## config.mk

```make
export PLATFORM = sky130hd
export DESIGN_NAME = datapath_sequencer
export DESIGN_NICKNAME = d
export VERILOG_FILES = /design/src/rtl/datapath_sequencer.sv
export SDC_FILE = /design/constraint.sdc
export NUM_CORES = 1
export LEC_CHECK = 0
export CAP_MARGIN = 10
export CORE_AREA = 2 2 270 272
export CTS_CLUSTER_SIZE = 10
export DETAILED_ROUTE_END_ITERATION = 10
export DIE_AREA = 0 0 272 274
export GPL_TIMING_DRIVEN = 0
export PLACE_DENSITY_LB_ADDON = 0.15
export SLEW_MARGIN = 25
export SYNTH_ARGS = -nofsm -noshare
export SYNTH_HDL_FRONTEND = slang
export SYNTH_SLANG_ARGS = --single-unit
```

## constraint.sdc

```tcl
create_clock -name clk -period 1.87 [get_ports clk]
set_clock_uncertainty 0.2 [all_clocks]
set_input_delay 0.187 -clock clk [delete_from_list [all_inputs] [get_ports clk]]
set_output_delay 0.187 -clock clk [all_outputs]
set_load 0.005 [all_outputs]
```

## src/rtl/datapath_sequencer.sv

```systemverilog
// datapath_sequencer: multi-cycle micro-op controller sitting between the
// instruction decoder and the cpu datapath. One command at a time is accepted
// over cmd_valid/cmd_ready, then walked through READ -> EXEC -> (MEM ->
// MEM_WAIT) -> WB, ending with a one-cycle done_valid pulse.
//
// Ports:
//   clk, rst_n            clock, async active-low reset
//   cmd_*                 command handshake + payload (op, alu_op, rs1/rs2/rd, imm)
//   rf_addr_a/b, rf_data_a/b          register-file read port
//   rf_write_en/addr/data             register-file write port
//   alu_input_a/b, alu_operation,
//   alu_result, alu_overflow          ALU interface
//   dm_addr, dm_data_input,
//   dm_write_en, dm_data_output       data memory (synchronous read)
//   done_valid, done_overflow         completion pulse + overflow of that op
//   trap                              sticky overflow trap
//
// Build option: define OVERFLOW_TRAP_EN to make an overflowing ALU op drop its
// writeback and raise a sticky trap that blocks new commands until reset.
// Without it trap is tied 0 and overflowing results are written normally.
module datapath_sequencer #(
  parameter int WORDSIZE = 64
) (
  input  logic                clk,
  input  logic                rst_n,
  input  logic                cmd_valid,
  output logic                cmd_ready,
  input  logic [1:0]          cmd_op,
  input  logic [2:0]          cmd_alu_op,
  input  logic [4:0]          cmd_rs1,
  input  logic [4:0]          cmd_rs2,
  input  logic [4:0]          cmd_rd,
  input  logic [WORDSIZE-1:0] cmd_imm,
  output logic [4:0]          rf_addr_a,
  output logic [4:0]          rf_addr_b,
  input  logic [WORDSIZE-1:0] rf_data_a,
  input  logic [WORDSIZE-1:0] rf_data_b,
  output logic                rf_write_en,
  output logic [4:0]          rf_write_addr,
  output logic [WORDSIZE-1:0] rf_write_data,
  output logic [WORDSIZE-1:0] alu_input_a,
  output logic [WORDSIZE-1:0] alu_input_b,
  output logic [2:0]          alu_operation,
  input  logic [WORDSIZE-1:0] alu_result,
  input  logic                alu_overflow,
  output logic [WORDSIZE-1:0] dm_addr,
  output logic [WORDSIZE-1:0] dm_data_input,
  output logic                dm_write_en,
  input  logic [WORDSIZE-1:0] dm_data_output,
  output logic                done_valid,
  output logic                done_overflow,
  output logic                trap
);

  typedef enum logic [2:0] {IDLE, READ, EXEC, MEM, MEM_WAIT, WB} state_t;

  localparam logic [1:0] OP_RR    = 2'b00;
  localparam logic [1:0] OP_LOAD  = 2'b01;
  localparam logic [1:0] OP_STORE = 2'b10;
  localparam logic [1:0] OP_RI    = 2'b11;

  state_t state, state_nxt;

  // Latched command and per-stage captures. All datapath-facing address/data
  // outputs are driven straight from these, so they hold their last value
  // between ops and are 0 after reset.
  logic [1:0]          op_q;
  logic [2:0]          alu_op_q;
  logic [4:0]          rs1_q, rs2_q, rd_q;
  logic [WORDSIZE-1:0] imm_q, opa_q, opb_q, res_q, ld_q;
  logic                ovf_q;

  logic accept, is_alu, trap_q, suppress_wb;

  assign is_alu = (op_q == OP_RR) || (op_q == OP_RI);
  assign accept = cmd_valid & cmd_ready;

`ifdef OVERFLOW_TRAP_EN
  // An overflowing ALU op is not committed; the trap latches at its WB.
  assign suppress_wb = is_alu & ovf_q;
  always_ff @(posedge clk or negedge rst_n) begin
    if (!rst_n)                          trap_q <= 1'b0;
    else if (state == WB && suppress_wb) trap_q <= 1'b1;
  end
`else
  assign suppress_wb = 1'b0;
  assign trap_q      = 1'b0;
`endif

  assign trap = trap_q;

  always_ff @(posedge clk or negedge rst_n) begin
    if (!rst_n) begin
      state    <= IDLE;
      op_q     <= '0;
      alu_op_q <= '0;
      rs1_q    <= '0;
      rs2_q    <= '0;
      rd_q     <= '0;
      imm_q    <= '0;
      opa_q    <= '0;
      opb_q    <= '0;
      res_q    <= '0;
      ovf_q    <= 1'b0;
      ld_q     <= '0;
    end else begin
      state <= state_nxt;
      if (accept) begin
        op_q     <= cmd_op;
        alu_op_q <= cmd_alu_op;
        rs1_q    <= cmd_rs1;
        rs2_q    <= cmd_rs2;
        rd_q     <= cmd_rd;
        imm_q    <= cmd_imm;
      end
      if (state == READ) begin
        opa_q <= rf_data_a;
        opb_q <= rf_data_b;
      end
      if (state == EXEC) begin
        res_q <= alu_result;
        ovf_q <= alu_overflow;
      end
      // Memory is synchronous-read: data for dm_addr set in MEM is valid here.
      if (state == MEM_WAIT) ld_q <= dm_data_output;
    end
  end

  // Held-value datapath outputs.
  assign rf_addr_a     = rs1_q;
  assign rf_addr_b     = rs2_q;
  assign alu_input_a   = opa_q;
  assign alu_input_b   = (op_q == OP_RR) ? opb_q : imm_q;
  // LOAD/STORE use the ALU purely as an address adder.
  assign alu_operation = is_alu ? alu_op_q : 3'b000;
  assign dm_addr       = res_q;
  assign dm_data_input = opb_q;
  assign rf_write_addr = rd_q;
  assign rf_write_data = (op_q == OP_LOAD) ? ld_q : res_q;

  always_comb begin
    state_nxt     = state;
    cmd_ready     = 1'b0;
    rf_write_en   = 1'b0;
    dm_write_en   = 1'b0;
    done_valid    = 1'b0;
    done_overflow = 1'b0;
    case (state)
      IDLE: begin
        cmd_ready = ~trap_q;
        if (accept) state_nxt = READ;
      end
      READ: state_nxt = EXEC;
      EXEC: state_nxt = is_alu ? WB : MEM;
      MEM: begin
        if (op_q == OP_STORE) begin
          dm_write_en = 1'b1;
          done_valid  = 1'b1;
          state_nxt   = IDLE;
        end else begin
          state_nxt = MEM_WAIT;
        end
      end
      MEM_WAIT: state_nxt = WB;
      WB: begin
        // R0 is hardwired zero in the register file; never write it.
        rf_write_en   = (rd_q != 5'd0) && !suppress_wb;
        done_valid    = 1'b1;
        done_overflow = is_alu & ovf_q;
        state_nxt     = IDLE;
      end
      default: state_nxt = IDLE;
    endcase
  end

endmodule

```

==> results.json <==
{
  "path_clk_slew_ns": 0.06,
  "grt_use_total": 0.158,
  "final-hold-violation-count": 0,
  "sequential_share_of_the_synthesized_area": 0.593,
  "finalWirelength_mm": 66.6,
  "antenna_violations_before_repair": 7,
  "die_area_sq_um": 74500,
  "hpwl_dp_mm": 43.0,
  "numPortBuffers": 686,
  "worstPathArrival_ns": 2.26,
  "floorplan.core_area_sq_um": 72000,
  "antenna_violating_nets_post_route": 0,
  "wl_per_cell_um": 22.9,
  "layout.nets": 2269,
  "synth_register_bits": 344,
  "syn_nets": 1242,
  "pre_cts_slack_ns": -1.16,
  "detailroute.wirelength.met2_mm": 34.9,
  "initial_core_util": 0.202,
  "finalSetupViolCount": 454,
  "failed_checks": "setup timing",
  "htree_num_levels": 2,
  "mappedNetlistArea_sq_um": 14500,
  "synthesis.area_per_instance_sq_um": 16.2,
  "leakagePower_nw": 14.8,
  "std_cell_rows": 99,
  "dr_wl_met3_mm": 5.31,
  "place.gp.congestion": 0.793,
  "drv_cap": 0,
  "worstPathRequired_ns": 1.48,
  "fillCellCount": 6624,
  "worstPathMaxFanout": 5,
  "clk_latency_worst_skew_pair_ns": 0.56,
  "finalWorstPathRequiredPeriod_ns": 2.65,
  "yosysUniqueCellTypes": 24,
  "timing.critical_path.to_type": "primary output",
  "hold_ws_ns": 0.0189,
  "tightest_slew_ns": 0.703,
  "dr.first_iter.drc_count": 286,
  "met1_length_mm": 25.1,
  "grt_max_degree": 82,
  "detail_route.drc_violations": 0,
  "worst_hold_path_type": "primary input to async pin",
  "minimum_setup_slack_in_the_final_design_ns": -0.779,
  "chipHeight_um": 274,
  "post_synth_inst_count": 895,
  "drive_gt1_frac": 0.474,
  "top_signal_layer_used": "met5",
  "slew-limit-headroom": 0.531,
  "synthesis.yosys.warnings": 0,
  "category_of_the_most_critical_setup_path": "flop to primary output",
  "area_delta_synth_final_pct": 110,
  "fmaxAchievable_ghz": 0.377,
  "ir_worst_vdd_mv": 0.878,
  "die_width_um": 272,
  "post-route-period-util": 1.42,
  "powerDensity_nw_per_um2": 1880,
  "i_o_pin_cnt": 688,
  "overflow": 0,
  "drt_first_pass_iters": 4,
  "first_global_vias": 12600,
  "number_of_buffers_created_by_cts": 45,
  "rsz0062_at_grt": "true",
  "outcome": "finished with violations",
  "max_slew_violations": 0,
  "via_count": 11800,
  "viasPerCell": 4.04,
  "cts_root_buf": "sky130_fd_sc_hd__clkbuf_16",
  "first_pass_grt_wire_length_mm": 87.1,
  "critPathLaunchType": "flop",
  "cts_num_sinks": 344,
  "cts_tree": "yes",
  "cts.path.max_buffers": 3
}
[cell families (layout without fill, tap and decap cells)]
family	after synthesis	after routing	synth area share
buffers and inverters	58	1111	0.0282
and+or+nand+nor	15	15	0.00897
AOI/OAI and AO/OA	4	4	0.00198
adders and majority gates	3	3	0.00259
muxes	470	470	0.365
other	1	5	0.000258
DFF	344	344	0.593
[cell usage in the layout, fill, tap and decap left out, drive strengths merged, types with 3 or more instances in the layout]
cell           instances
nor2b                  3
buf                  357
dfrtp                344
clkbuf                98
nor3                   3
inv                    3
diode                  4
ha                     3
mux2                 469
dlymetal6s2s         159
clkdlybuf4s50        390
nor3b                  4
dlygate4sd3           99
clkinv                 3
[path summary, 6_finish.rpt]
check,start,to,slack [ns],cells after the start
max in group asynchronous,rst_n,imm_q[53]$_DFFE_PN0P_,0.25,4
min reg2reg,imm_q[0]$_DFFE_PN0P_,imm_q[0]$_DFFE_PN0P_,0.29,1
min,rst_n,dm_addr[31]$_DFFE_PN0P_,0.02,2
max,op_q[1]$_DFFE_PN0P_,rf_write_data[50],-0.78,9
min in group clk,cmd_imm[20],imm_q[20]$_DFFE_PN0P_,0.04,2
max reg2reg,state[1]$_DFFE_PN0P_,alu_input_a[61]$_DFFE_PN0N_,-0.23,9
[power by group]
part	internal (W)	leakage [nW]	total, W	switching, W
Clock	0.00474	0.638	0.00810	0.00336
Combinational	0.0240	10.1	0.0353	0.0113
Sequential	0.0114	4.06	0.0140	0.00266
[sequential cells by signal, indices dropped and copies added, names as in the netlist]
register / count
alu_input_a: 64
dm_addr: 64
dm_data_input: 64
imm_q: 64
ld_q: 64
rf_addr_a: 5
rf_addr_b: 5
rf_write_addr: 5
alu_op_q: 3
state: 3
op_q: 2
ovf_q: 1
[synth_stat cells]
master	number	area share
sky130_fd_sc_hd__a31o_2	1	0.00060
sky130_fd_sc_hd__mux2_2	409	0.32
sky130_fd_sc_hd__a21oi_1	1	0.00034
sky130_fd_sc_hd__clkbuf_1	2	0.00052
sky130_fd_sc_hd__nor2b_1	3	0.0013
sky130_fd_sc_hd__a21o_1	1	0.00052
sky130_fd_sc_hd__nand3b_1	1	0.00052
sky130_fd_sc_hd__a211oi_1	1	0.00052
sky130_fd_sc_hd__nand2b_1	1	0.00043
sky130_fd_sc_hd__nor3b_2	3	0.0026
sky130_fd_sc_hd__mux2i_1	1	0.00069
sky130_fd_sc_hd__buf_4	26	0.013
sky130_fd_sc_hd__nor3b_1	1	0.00052
sky130_fd_sc_hd__nor4b_4	1	0.0016
sky130_fd_sc_hd__buf_8	6	0.0062
sky130_fd_sc_hd__mux2_1	60	0.047
sky130_fd_sc_hd__ha_1	3	0.0026
sky130_fd_sc_hd__and4b_1	1	0.00069
sky130_fd_sc_hd__inv_1	3	0.00078
sky130_fd_sc_hd__nor3_1	3	0.0010
sky130_fd_sc_hd__conb_1	1	0.00026
sky130_fd_sc_hd__dfrtp_1	344	0.59
sky130_fd_sc_hd__buf_2	21	0.0072
sky130_fd_sc_hd__nor2_1	1	0.00026
[worst max-delay path: stages (launching register included)]
cell and delay [ns]:
sky130_fd_sc_hd__dfrtp_1 0.40, sky130_fd_sc_hd__inv_2 0.08, sky130_fd_sc_hd__ha_4 0.18, sky130_fd_sc_hd__buf_12 0.14, sky130_fd_sc_hd__buf_12 0.13, sky130_fd_sc_hd__buf_12 0.12
sky130_fd_sc_hd__buf_8 0.12, sky130_fd_sc_hd__buf_6 0.11, sky130_fd_sc_hd__mux2_4 0.29, sky130_fd_sc_hd__buf_6 0.12
[stage by stage]
stage / TNS [ns] / area [sq um] / std cells / util / total power [W]
floorplan: 0 / 14500 / 895 / - / 0.0229
global placement: -5956.45 / 22600 / 2540 / 0.314 / 0.0368
finish: -122.05 / 30500 / 2911 / 0.424 / 0.0575
CTS: -200.13 / 27200 / 2807 / 0.377 / 0.0518
global route: -164.32 / 30500 / 2910 / 0.424 / 0.0605
detailed placement: -273.81 / 22700 / 2544 / 0.315 / 0.0369
[cell type report]
type	instances	area, sq um	area share
tap	959	1200	0.0393
buffer	44	841	0.0276
timing repair buffer	991	11500	0.375
antenna	4	10.0	0.000328
clock inverter	5	52.6	0.00172
multi-input combinational	493	7070	0.232
inverter	3	13.8	0.000451
clock buffer	68	1260	0.0414
sequential	344	8620	0.282
[routing by layer]
| layer | track usage | vias to the layer above |
|---|---|---|
| li1 | - | 5259 |
| met1 | 0.175 | 5983 |
| met2 | 0.287 | 425 |
| met3 | 0.0591 | 75 |
| met4 | 0.0367 | 8 |
| met5 | 0 | - |
[repair_timing]
item,CTS,global route
hold endpoints to repair,261,0
pin swaps,3,6
cloned,14,29
setup endpoints to repair,580,636
hold buffers,99,0
setup buffers,78,100
resized for setup,904,671
No activity file was read; power rests on OpenSTA's default activity.
